===== src/rtl/hazard_ctrl_pkg.sv =====
// Shared encodings for the pipeline-control slice: forwarding mux sources and
// stage indices used to address the per-stage enable/clear vectors.
package hazard_ctrl_pkg;

  typedef enum logic [1:0] {
    FWD_SRC_RF  = 2'd0,
    FWD_SRC_EXE = 2'd1,
    FWD_SRC_MEM = 2'd2
  } fwd_src_e;

  localparam int STG_IF  = 0;
  localparam int STG_ID  = 1;
  localparam int STG_EXE = 2;
  localparam int STG_MEM = 3;
  localparam int STG_WB  = 4;
  localparam int NUM_STG = 5;

  typedef logic [NUM_STG-1:0] stage_vec_t;

endpackage


===== src/rtl/hazard_ctrl_if.sv =====
// Bundle between the ID-stage decoder / pipeline and the hazard controller.
// The master side is the pipeline; the slave side is hazard_ctrl.
interface hazard_ctrl_if #(
  parameter int REG_AW = 5,
  parameter int CNT_W  = 16
);
  logic              debug_en;
  logic              debug_step;
  logic [REG_AW-1:0] id_rs_addr;
  logic [REG_AW-1:0] id_rt_addr;
  logic              id_rs_used;
  logic              id_rt_used;
  logic              id_is_branch;
  logic [REG_AW-1:0] exe_wb_addr;
  logic              exe_wb_wen;
  logic              exe_mem_ren;
  logic [REG_AW-1:0] mem_wb_addr;
  logic              mem_wb_wen;
  logic              mem_busy;

  logic [1:0]        fwd_a_sel;
  logic [1:0]        fwd_b_sel;
  logic              if_en, id_en, exe_en, mem_en, wb_en;
  logic              if_rst, id_rst, exe_rst, mem_rst, wb_rst;
  logic [CNT_W-1:0]  stall_cnt;
  logic [CNT_W-1:0]  flush_cnt;

  modport master (
    output debug_en, debug_step, id_rs_addr, id_rt_addr, id_rs_used, id_rt_used,
           id_is_branch, exe_wb_addr, exe_wb_wen, exe_mem_ren, mem_wb_addr,
           mem_wb_wen, mem_busy,
    input  fwd_a_sel, fwd_b_sel, if_en, id_en, exe_en, mem_en, wb_en,
           if_rst, id_rst, exe_rst, mem_rst, wb_rst, stall_cnt, flush_cnt
  );

  modport slave (
    input  debug_en, debug_step, id_rs_addr, id_rt_addr, id_rs_used, id_rt_used,
           id_is_branch, exe_wb_addr, exe_wb_wen, exe_mem_ren, mem_wb_addr,
           mem_wb_wen, mem_busy,
    output fwd_a_sel, fwd_b_sel, if_en, id_en, exe_en, mem_en, wb_en,
           if_rst, id_rst, exe_rst, mem_rst, wb_rst, stall_cnt, flush_cnt
  );
endinterface


===== src/rtl/hazard_ctrl_fwd_unit.sv =====
// Per-operand RAW check against EXE/MEM writeback: picks the operand source
// and flags a stall when the value cannot be forwarded in time.
module hazard_ctrl_fwd_unit
  import hazard_ctrl_pkg::*;
#(
  parameter int REG_AW = 5,
  parameter bit FWD_EN = 1'b1
) (
  input  logic              used_i,
  input  logic [REG_AW-1:0] addr_i,
  input  logic [REG_AW-1:0] exe_addr_i,
  input  logic              exe_wen_i,
  input  logic              exe_ren_i,
  input  logic [REG_AW-1:0] mem_addr_i,
  input  logic              mem_wen_i,
  output fwd_src_e          sel_o,
  output logic              stall_o
);
  logic exe_hit;
  logic mem_hit;

  assign exe_hit = used_i && (addr_i != '0) && exe_wen_i && (addr_i == exe_addr_i);
  assign mem_hit = used_i && (addr_i != '0) && mem_wen_i && (addr_i == mem_addr_i);

  // NOTE: every output gets a default first so no path leaves it unassigned (no latch).
  always_comb begin
    sel_o   = FWD_SRC_RF;
    stall_o = 1'b0;
    if (FWD_EN) begin
      // EXE is the younger producer, so it shadows a MEM match on the same register.
      if (exe_hit) begin
        if (exe_ren_i) stall_o = 1'b1;
        else           sel_o   = FWD_SRC_EXE;
      end else if (mem_hit) begin
        sel_o = FWD_SRC_MEM;
      end
    end else begin
      stall_o = exe_hit | mem_hit;
    end
  end

endmodule


===== src/rtl/hazard_ctrl.sv =====
// Pipeline control for the 5-stage core: forwarding selects, load-use / RAW
// stalls, branch flush bubbles, memory freeze, debug single-step and perf counters.
module hazard_ctrl
  import hazard_ctrl_pkg::*;
#(
  parameter int REG_AW   = 5,
  parameter bit FWD_EN   = 1'b1,
  parameter int BR_FLUSH = 3,
  parameter int CNT_W    = 16
) (
  input  logic         clk,
  input  logic         rst,
  hazard_ctrl_if.slave bus
);
  localparam logic [2:0] FLUSH_LOAD = 3'(BR_FLUSH - 1);

  fwd_src_e   sel_a, sel_b;
  logic       stall_a, stall_b, reg_stall;
  logic       step_pulse, hold;
  stage_vec_t en, clr;
  logic       stall_hit, flow;

  logic             step_prev_q;
  logic [2:0]       flush_rem_q, flush_rem_d;
  logic [CNT_W-1:0] stall_cnt_q, flush_cnt_q;

  hazard_ctrl_fwd_unit #(.REG_AW(REG_AW), .FWD_EN(FWD_EN)) u_fwd_a (
    .used_i    (bus.id_rs_used),
    .addr_i    (bus.id_rs_addr),
    .exe_addr_i(bus.exe_wb_addr),
    .exe_wen_i (bus.exe_wb_wen),
    .exe_ren_i (bus.exe_mem_ren),
    .mem_addr_i(bus.mem_wb_addr),
    .mem_wen_i (bus.mem_wb_wen),
    .sel_o     (sel_a),
    .stall_o   (stall_a)
  );

  hazard_ctrl_fwd_unit #(.REG_AW(REG_AW), .FWD_EN(FWD_EN)) u_fwd_b (
    .used_i    (bus.id_rt_used),
    .addr_i    (bus.id_rt_addr),
    .exe_addr_i(bus.exe_wb_addr),
    .exe_wen_i (bus.exe_wb_wen),
    .exe_ren_i (bus.exe_mem_ren),
    .mem_addr_i(bus.mem_wb_addr),
    .mem_wen_i (bus.mem_wb_wen),
    .sel_o     (sel_b),
    .stall_o   (stall_b)
  );

  assign reg_stall  = stall_a | stall_b;
  assign step_pulse = bus.debug_step & ~step_prev_q;
  assign hold       = bus.debug_en & ~step_pulse;

  always_comb begin
    en        = '1;
    clr       = '0;
    stall_hit = 1'b0;
    flow      = 1'b0;
    if (rst) begin
      clr = '1;
    end else if (hold || bus.mem_busy) begin
      en = '0;
    end else if (reg_stall) begin
      // Hold IF/ID with the dependent instruction, send a bubble into EXE.
      en[STG_IF]   = 1'b0;
      en[STG_ID]   = 1'b0;
      clr[STG_EXE] = 1'b1;
      stall_hit    = 1'b1;
    end else begin
      flow        = 1'b1;
      clr[STG_ID] = bus.id_is_branch | (flush_rem_q != 3'd0);
    end
  end

  // A branch only counts as accepted once it leaves ID, so a stalled branch reloads later.
  always_comb begin
    flush_rem_d = flush_rem_q;
    if (flow) begin
      if (bus.id_is_branch)          flush_rem_d = FLUSH_LOAD;
      else if (flush_rem_q != 3'd0)  flush_rem_d = flush_rem_q - 3'd1;
    end
  end

  // NOTE: sequential state uses non-blocking assignments so every register samples pre-edge values.
  always_ff @(posedge clk) begin
    if (rst) begin
      step_prev_q <= 1'b0;
      flush_rem_q <= 3'd0;
      stall_cnt_q <= '0;
      flush_cnt_q <= '0;
    end else begin
      step_prev_q <= bus.debug_step;
      flush_rem_q <= flush_rem_d;
      if (stall_hit && (stall_cnt_q != '1))
        stall_cnt_q <= stall_cnt_q + CNT_W'(1);
      if (flow && clr[STG_ID] && (flush_cnt_q != '1))
        flush_cnt_q <= flush_cnt_q + CNT_W'(1);
    end
  end

  assign bus.fwd_a_sel = sel_a;
  assign bus.fwd_b_sel = sel_b;
  assign bus.if_en     = en[STG_IF];
  assign bus.id_en     = en[STG_ID];
  assign bus.exe_en    = en[STG_EXE];
  assign bus.mem_en    = en[STG_MEM];
  assign bus.wb_en     = en[STG_WB];
  assign bus.if_rst    = clr[STG_IF];
  assign bus.id_rst    = clr[STG_ID];
  assign bus.exe_rst   = clr[STG_EXE];
  assign bus.mem_rst   = clr[STG_MEM];
  assign bus.wb_rst    = clr[STG_WB];
  assign bus.stall_cnt = stall_cnt_q;
  assign bus.flush_cnt = flush_cnt_q;

endmodule


===== src/flat_wrapper.sv =====
// flat-port wrapper written by rule: the top's interface ports become plain ports
module hazard_ctrl_flat import hazard_ctrl_pkg::*;
#(
  parameter int REG_AW   = 5,
  parameter bit FWD_EN   = 1'b1,
  parameter int BR_FLUSH = 3,
  parameter int CNT_W    = 16
)
  (clk, rst, bus_debug_en, bus_debug_step, bus_id_rs_addr, bus_id_rt_addr, bus_id_rs_used, bus_id_rt_used, bus_id_is_branch, bus_exe_wb_addr, bus_exe_wb_wen, bus_exe_mem_ren, bus_mem_wb_addr, bus_mem_wb_wen, bus_mem_busy, bus_fwd_a_sel, bus_fwd_b_sel, bus_if_en, bus_id_en, bus_exe_en, bus_mem_en, bus_wb_en, bus_if_rst, bus_id_rst, bus_exe_rst, bus_mem_rst, bus_wb_rst, bus_stall_cnt, bus_flush_cnt);
  hazard_ctrl_if #(.REG_AW(REG_AW), .CNT_W(CNT_W)) bus_i ();
  input  logic clk;
  input  logic rst;
  input wire logic [$bits(bus_i.debug_en)-1:0] bus_debug_en;
  input wire logic [$bits(bus_i.debug_step)-1:0] bus_debug_step;
  input wire logic [$bits(bus_i.id_rs_addr)-1:0] bus_id_rs_addr;
  input wire logic [$bits(bus_i.id_rt_addr)-1:0] bus_id_rt_addr;
  input wire logic [$bits(bus_i.id_rs_used)-1:0] bus_id_rs_used;
  input wire logic [$bits(bus_i.id_rt_used)-1:0] bus_id_rt_used;
  input wire logic [$bits(bus_i.id_is_branch)-1:0] bus_id_is_branch;
  input wire logic [$bits(bus_i.exe_wb_addr)-1:0] bus_exe_wb_addr;
  input wire logic [$bits(bus_i.exe_wb_wen)-1:0] bus_exe_wb_wen;
  input wire logic [$bits(bus_i.exe_mem_ren)-1:0] bus_exe_mem_ren;
  input wire logic [$bits(bus_i.mem_wb_addr)-1:0] bus_mem_wb_addr;
  input wire logic [$bits(bus_i.mem_wb_wen)-1:0] bus_mem_wb_wen;
  input wire logic [$bits(bus_i.mem_busy)-1:0] bus_mem_busy;
  output wire logic [$bits(bus_i.fwd_a_sel)-1:0] bus_fwd_a_sel;
  output wire logic [$bits(bus_i.fwd_b_sel)-1:0] bus_fwd_b_sel;
  output wire logic [$bits(bus_i.if_en)-1:0] bus_if_en;
  output wire logic [$bits(bus_i.id_en)-1:0] bus_id_en;
  output wire logic [$bits(bus_i.exe_en)-1:0] bus_exe_en;
  output wire logic [$bits(bus_i.mem_en)-1:0] bus_mem_en;
  output wire logic [$bits(bus_i.wb_en)-1:0] bus_wb_en;
  output wire logic [$bits(bus_i.if_rst)-1:0] bus_if_rst;
  output wire logic [$bits(bus_i.id_rst)-1:0] bus_id_rst;
  output wire logic [$bits(bus_i.exe_rst)-1:0] bus_exe_rst;
  output wire logic [$bits(bus_i.mem_rst)-1:0] bus_mem_rst;
  output wire logic [$bits(bus_i.wb_rst)-1:0] bus_wb_rst;
  output wire logic [$bits(bus_i.stall_cnt)-1:0] bus_stall_cnt;
  output wire logic [$bits(bus_i.flush_cnt)-1:0] bus_flush_cnt;
  assign bus_i.debug_en = bus_debug_en;
  assign bus_i.debug_step = bus_debug_step;
  assign bus_i.id_rs_addr = bus_id_rs_addr;
  assign bus_i.id_rt_addr = bus_id_rt_addr;
  assign bus_i.id_rs_used = bus_id_rs_used;
  assign bus_i.id_rt_used = bus_id_rt_used;
  assign bus_i.id_is_branch = bus_id_is_branch;
  assign bus_i.exe_wb_addr = bus_exe_wb_addr;
  assign bus_i.exe_wb_wen = bus_exe_wb_wen;
  assign bus_i.exe_mem_ren = bus_exe_mem_ren;
  assign bus_i.mem_wb_addr = bus_mem_wb_addr;
  assign bus_i.mem_wb_wen = bus_mem_wb_wen;
  assign bus_i.mem_busy = bus_mem_busy;
  assign bus_fwd_a_sel = bus_i.fwd_a_sel;
  assign bus_fwd_b_sel = bus_i.fwd_b_sel;
  assign bus_if_en = bus_i.if_en;
  assign bus_id_en = bus_i.id_en;
  assign bus_exe_en = bus_i.exe_en;
  assign bus_mem_en = bus_i.mem_en;
  assign bus_wb_en = bus_i.wb_en;
  assign bus_if_rst = bus_i.if_rst;
  assign bus_id_rst = bus_i.id_rst;
  assign bus_exe_rst = bus_i.exe_rst;
  assign bus_mem_rst = bus_i.mem_rst;
  assign bus_wb_rst = bus_i.wb_rst;
  assign bus_stall_cnt = bus_i.stall_cnt;
  assign bus_flush_cnt = bus_i.flush_cnt;
  hazard_ctrl #(.REG_AW(REG_AW), .FWD_EN(FWD_EN), .BR_FLUSH(BR_FLUSH), .CNT_W(CNT_W)) u_core (.clk(clk), .rst(rst), .bus(bus_i));
endmodule

===== config.mk =====
export PLATFORM = sky130hd
export DESIGN_NAME = hazard_ctrl_flat
export DESIGN_NICKNAME = d
export VERILOG_FILES = /design/src/rtl/hazard_ctrl_pkg.sv /design/src/rtl/hazard_ctrl_if.sv /design/src/rtl/hazard_ctrl_fwd_unit.sv /design/src/rtl/hazard_ctrl.sv /design/src/flat_wrapper.sv
export SDC_FILE = /design/constraint.sdc
export NUM_CORES = 1
export LEC_CHECK = 0
export CAP_MARGIN = 30
export CELL_PAD_IN_SITES_DETAIL_PLACEMENT = 0
export CELL_PAD_IN_SITES_GLOBAL_PLACEMENT = 1
export CORE_MARGIN = 2
export CORE_UTILIZATION = 35
export DETAILED_ROUTE_END_ITERATION = 8
export PLACE_DENSITY_LB_ADDON = 0.2
export SYNTH_ARGS = -nofsm -noshare
export SYNTH_HDL_FRONTEND = slang
export SYNTH_HIERARCHICAL = 1
export SYNTH_SLANG_ARGS = --single-unit

===== constraint.sdc =====
create_clock -name clk -period 9.2 [get_ports clk]
set_clock_uncertainty 0.2 [all_clocks]
set_input_delay 1.84 -clock clk [delete_from_list [all_inputs] [get_ports clk]]
set_output_delay 1.84 -clock clk [all_outputs]
set_load 0.005 [all_outputs]

Word level (Yosys, flattened, before mapping)
Index checks and enable logic that the tools add are counted.
{"block": "word_totals", "word_cells": 63, "in_bits": 31, "register_bits": 36, "output_inout_bits": 46}
{"block": "op_classes", "addsub": 3, "n_reduce_logical": 19, "bitwise_logic": 6, "n_eq_ne": 6, "mux": 25}
{"cell": "$add A16 B1 Y16 const B", "count": 2}
{"cell": "$ne A16 B16 Y1 const B", "count": 2}
{"cell": "$eq A5 B5 Y1", "count": 4}
{"cell": "$mux W2", "count": 9}
{"cell": "$logic_and A1 B1 Y1", "count": 13}
{"cell": "$mux W1", "count": 12}
{"cell": "$reduce_bool A5 Y1", "count": 2}
{"cell": "$mux W3", "count": 3}
{"cell": "$mux W5", "count": 1}
{"cell": "$reduce_bool A3 Y1", "count": 1}
{"cell": "$sub A3 B1 Y3 const B", "count": 1}
{"cell": "$and A1 B1 Y1", "count": 2}
{"cell": "$not A1 Y1", "count": 2}
{"cell": "$or A1 B1 Y1", "count": 2}
{"cell": "$reduce_and A2 Y1", "count": 1}
{"cell": "$reduce_bool A2 Y1", "count": 1}
{"cell": "$logic_or A1 B1 Y1", "count": 1}

Longest topological paths before layout
{"block": "depth", "depth_word": 11, "ltp_mapped": 10, "ltp_nobuf": 9}

Hierarchy
Netlist, hierarchy kept.
{"mod": "hazard_ctrl", "area_per_inst_um2": 1878.1, "cells_per_inst": 220, "n_inst": 1, "seq_area_each_um2": 720.7}
{"mod": "hazard_ctrl_fwd_unit", "area_per_inst_um2": 168.9, "cells_per_inst": 20, "n_inst": 2, "seq_area_each_um2": 0.0}

Worst setup path after synthesis
OpenSTA, ideal clock, no wires.
{"block": "synth_timing", "path_kind": "input to output", "startpoint": "input bus_id_rt_addr[0]", "endpoint": "output bus_id_rst", "t_required_ns": 7.160, "slack_ns": 3.664, "path_stages": 8, "n_path_buf": 1, "arrival_ns": 3.496, "cell_sequence": "or4_4 -> o21ai_4 -> nor3_2 -> and2_1 -> nor3_1 -> o211ai_1 -> clkbuf_1 -> nand2b_1"}
{"block": "synth_via", "elab_chain_len": 9, "elab_cells_between_ends": 10, "cone_classes": "1 x eq/ne; 4 x mux; 1 x bitwise; 4 x reduce/logical"}
{"item": "start, declared", "line": "flat_wrapper.sv:16", "text": "input wire logic [$bits(bus_i.id_rt_addr)-1:0] bus_id_rt_addr;"}
{"item": "$reduce_bool A5 Y1", "line": "hazard_ctrl_fwd_unit.sv:22", "text": "assign exe_hit = used_i && (addr_i != '0) && exe_wen_i && (addr_i == exe_addr_i);"}
{"item": "$logic_and A1 B1 Y1 (2 in a row)", "line": "hazard_ctrl_fwd_unit.sv:22"}
{"item": "$logic_and A1 B1 Y1 (*)", "line": "hazard_ctrl_fwd_unit.sv:22"}
{"item": "$mux W1 (*)", "line": "hazard_ctrl_fwd_unit.sv:31", "text": "if (exe_hit) begin"}
{"item": "via u_core.stall_b", "line": "hazard_ctrl.sv:18", "text": "logic stall_a, stall_b, reg_stall;"}
{"item": "$or A1 B1 Y1 (*)", "line": "hazard_ctrl.sv:51", "text": "assign reg_stall = stall_a | stall_b;"}
{"item": "$mux W1 (*)", "line": "hazard_ctrl.sv:64", "text": "end else if (reg_stall) begin"}
{"item": "$mux W2 (*)", "line": "hazard_ctrl.sv:62", "text": "end else if (hold || bus.mem_busy) begin"}
{"item": "$mux W2 (*)", "line": "hazard_ctrl.sv:60", "text": "if (rst) begin"}
{"item": "end, declared", "line": "flat_wrapper.sv:34", "text": "output wire logic [$bits(bus_i.id_rst)-1:0] bus_id_rst;"}
Mark *: on every way through the listed nets, which the timed path passes. The rest lies on a longest branch.

Worst setup path in the final report
Ends and elaborated chain as after synthesis.

==> metrics.md <==
| Metric | Value |
|---|---|
| Die ar. | 6984 µm² |
| Dpl cells | 398 |
| Pwr dens | 113.7 nW/µm² |
| Syn_area_per_cell | 8.523 µm² |
| Multi-input gate area | 1373 µm² |
| Die height | 83.57 µm |
| Final hold viol count | 0 |
| Critical-path cell list | clkdlybuf4s50_1, or4_4, o21ai_4, nor3_2, and2_1, nor3_1, o211ai_1, buf_4, nand2b_1, clkdlybuf4s50_1 |
| Port bufs | 76 |
| I/O pin count | 77 |
| FF-to-FF End | u_core/bus.flush_cnt[15] |
| Worst Tran Pin Value | 0.7898 ns |
| Total wire length | 5.214 mm |
| Max_cap viols | 0 |
| WP data arrival | 4.49 ns |
| HPWL Detailed | 4.000 mm |
| Layout cells sized above 1 | 0.08157 |
| CP Class | input port to output pin |
| CTS sink cnt | 36 |
| Finish-stage setup viols | 0 |
| Status | finished clean |
| Critical Path End Type | output pin |
| Worst hold path type | flip-flop to flip-flop |
| Fillers | 601 |
| Fin crit share | 0.7095 |
| Setup Buffers After CTS | 0 |
| Cell Area, Placed | 3000 µm² |
| Iter 0 DRT Violations | 60 |
| Syn Nets | 295 |
| Clock Root Buffer | clkbuf_8 |
| Clock-pin slew on the worst setup and hold paths | 0.08 ns |
| Vias per inst | 4.946 |
| Sequential Area | 720.7 µm² |
| WHS Path Cells | 2 |
| Worst path slowest cell | or4_4 |
| First-pass GRT wire length | 8.859 mm |
| Syn Inst Count | 260 |
| Final ANT Viol Nets | 0 |
| Synthesized flop and latch total | 36 |
| Later-pin clock latency in the skew report | 0.29 ns |
| Setup TNS | 0 ns |
| Initial antenna violation count | 0 |
| CTS tree | done |
| Largest stage delay on the critical path | 0.57 ns |
| Rel. slew slack | 0.4718 |
| Fmax | 153.2 MHz |
| Req. time, crit path | 7.16 ns |
| Post-route minimum period | 6.527 ns |
| Num rows | 28 |
| Area growth, synth to finish | 40.60% |
| Most used cell, CP | clkdlybuf4s50_1 |
| Hold_buf cts | 0 |
| WL per Instance | 12.84 µm |
| Hold path start | u_core/bus.flush_cnt[15] |
| Vias in the first global route | 1944 |
| Unrepaired setup endpoints after global routing | false |
| DR pass1 iterations | 4 |
| Core area | 6026 µm² |
| Largest net degree at the start of global routing | 25 |
| GR Overflow Total | 0 |
| Design Area, Final | 3115 µm² |
| Final cell count without fillers | 406 |
| Placer Congestion | 0.7474 |
| Peak VDD IR | 103.7 µV |
| H-tree depth reported by CTS | 2 |
| Synth Cell Area | 2216 µm² |
| Max-slew violations | 0 |
| DR DRC count | 0 |
| GRT Overall Usage | 0.1487 |
| Total CTS buffers | 5 |
| Chip Width | 83.57 µm |
| R2r startpoint | u_core/flush_rem_q[0] |
| Crit path launch type | input port |
| Cell leakage power | 0.9833 nW |
| Starting Density | 0.3677 |
| Via count | 2008 |
| Post-synth cell types | 47 |
| Reg2Reg Depth | 9 |
| R2R setup slack | 6.87 ns |
| Post-cts sizing count | 0 |
| Worst-path fanout max | 13 |
| N_diodes | 0 |
| Final Net Count | 365 |
| Sequential share of the synthesized area | 0.3252 |
| Hold Path End | u_core/bus.flush_cnt[15] |
| Clock buffer depth | 2 |
| Yosys warning total | 6 |
-- worst max path at each step --
stage / from / to / slack (ns)
3_5_place_dp: bus_id_rt_addr[0] / bus_id_rst / 2.65
6_report: bus_id_rt_addr[0] / bus_id_rst / 2.67
2_1_floorplan: bus_id_rt_addr[0] / bus_id_rst / 3.66
4_1_cts: bus_id_rt_addr[0] / bus_id_rst / 2.65
3_3_place_gp: bus_id_rt_addr[0] / bus_id_rst / 2.69
5_1_grt: bus_id_rt_addr[0] / bus_exe_rst / 2.52
-- placed cells by master, fill, tap and decap left out, drive strengths merged, types with 8 or more instances in the layout --
cell           instances
clkdlybuf4s50         76
dfxtp                 36
xnor2                 35
nor2                  33
nor4                  15
nand3                 12
nand2                 11
nor3                  10
xor2                   9
inv                    9
o21ai                  8
-- flip-flops by register name, summed over array words and instances, names as in the netlist --
name and count:
u_core/flush_rem_q 3, u_core/step_prev_q 1, u_core/bus.stall_cnt 16, u_core/bus.flush_cnt 16
-- critical path, delay by kind of cell --
kind	cells	cell delay [ns]
and+or+nand+nor	5	1.18
buffers and inverters	3	1.17
AOI/OAI and AO/OA	2	0.31
-- final cells by class --
cell class	count	share of cell area
clock buffer	5	0.02209
clock inverter	3	0.01486
timing repair buffer	79	0.2514
inverter	8	0.009639
multi-input combinational	200	0.4406
tap	75	0.03012
sequential	36	0.2313
-- cell usage after synthesis (all sizes together) --
cell,number,share of area
a2111o,1,0.0051
a2111oi,4,0.019
a211o,1,0.0040
a211oi,1,0.0034
a21oi,7,0.016
a22oi,1,0.0034
a311oi,1,0.0040
and2,2,0.0056
and3,2,0.0056
and4,5,0.024
buf,9,0.030
clkbuf,7,0.012
dfxtp,36,0.33
ha,4,0.023
inv,8,0.014
mux2i,3,0.014
nand2,11,0.019
nand2b,4,0.011
nand3,12,0.027
nand3b,3,0.010
nand4,7,0.020
nand4b,1,0.0040
nor2,33,0.056
nor2b,3,0.0085
nor3,10,0.032
nor3b,1,0.0034
nor4,15,0.045
nor4b,1,0.0040
nor4bb,1,0.0045
o211a,1,0.0045
o211ai,2,0.0068
o21ai,8,0.028
o21bai,1,0.0034
or2,2,0.0056
or3,5,0.014
or4,3,0.014
xnor2,35,0.14
xor2,9,0.036
-- stage by stage --
| step | setup slack, ns | hold slack, ns | total power, mW | util |
|---|---|---|---|---|
| floorplan | 3.664 | 0.2763 | 0.1874 | - |
| global placement | 2.686 | 0.2862 | 0.2141 | 0.4979 |
| detailed placement | 2.653 | 0.3007 | 0.2146 | 0.4979 |
| CTS | 2.651 | 0.3152 | 0.3605 | 0.5170 |
| global route | 2.523 | 0.3549 | 0.3702 | 0.5170 |
| finish | 2.673 | 0.3177 | 0.3541 | 0.5170 |
-- cell families after synthesis --
kind of cell               synth area share
xor gates and xnor gates             0.1739
AOI/OAI and AO/OA                   0.09712
and+or+nand+nor                      0.3123
buffers and inverters               0.05534
muxes                               0.01355
adders and majority gates           0.02259
DFF                                  0.3252
-- per-layer routing --
layer  track usage  vias to the layer above  wire length, µm
li1              -                     1056                -
met1        0.1824                      911             2440
met2        0.2560                       39             2489
met3       0.04352                        2              254
met4       0.03519                        0               29
met5             0                        -                0
-- power breakdown --
group,switching (mW),internal [mW]
Combinational,0.0220,0.0292
Sequential,0.00142,0.158
Clock,0.0623,0.0817
Total,0.0857,0.268
(Power assumes the default switching activity.)
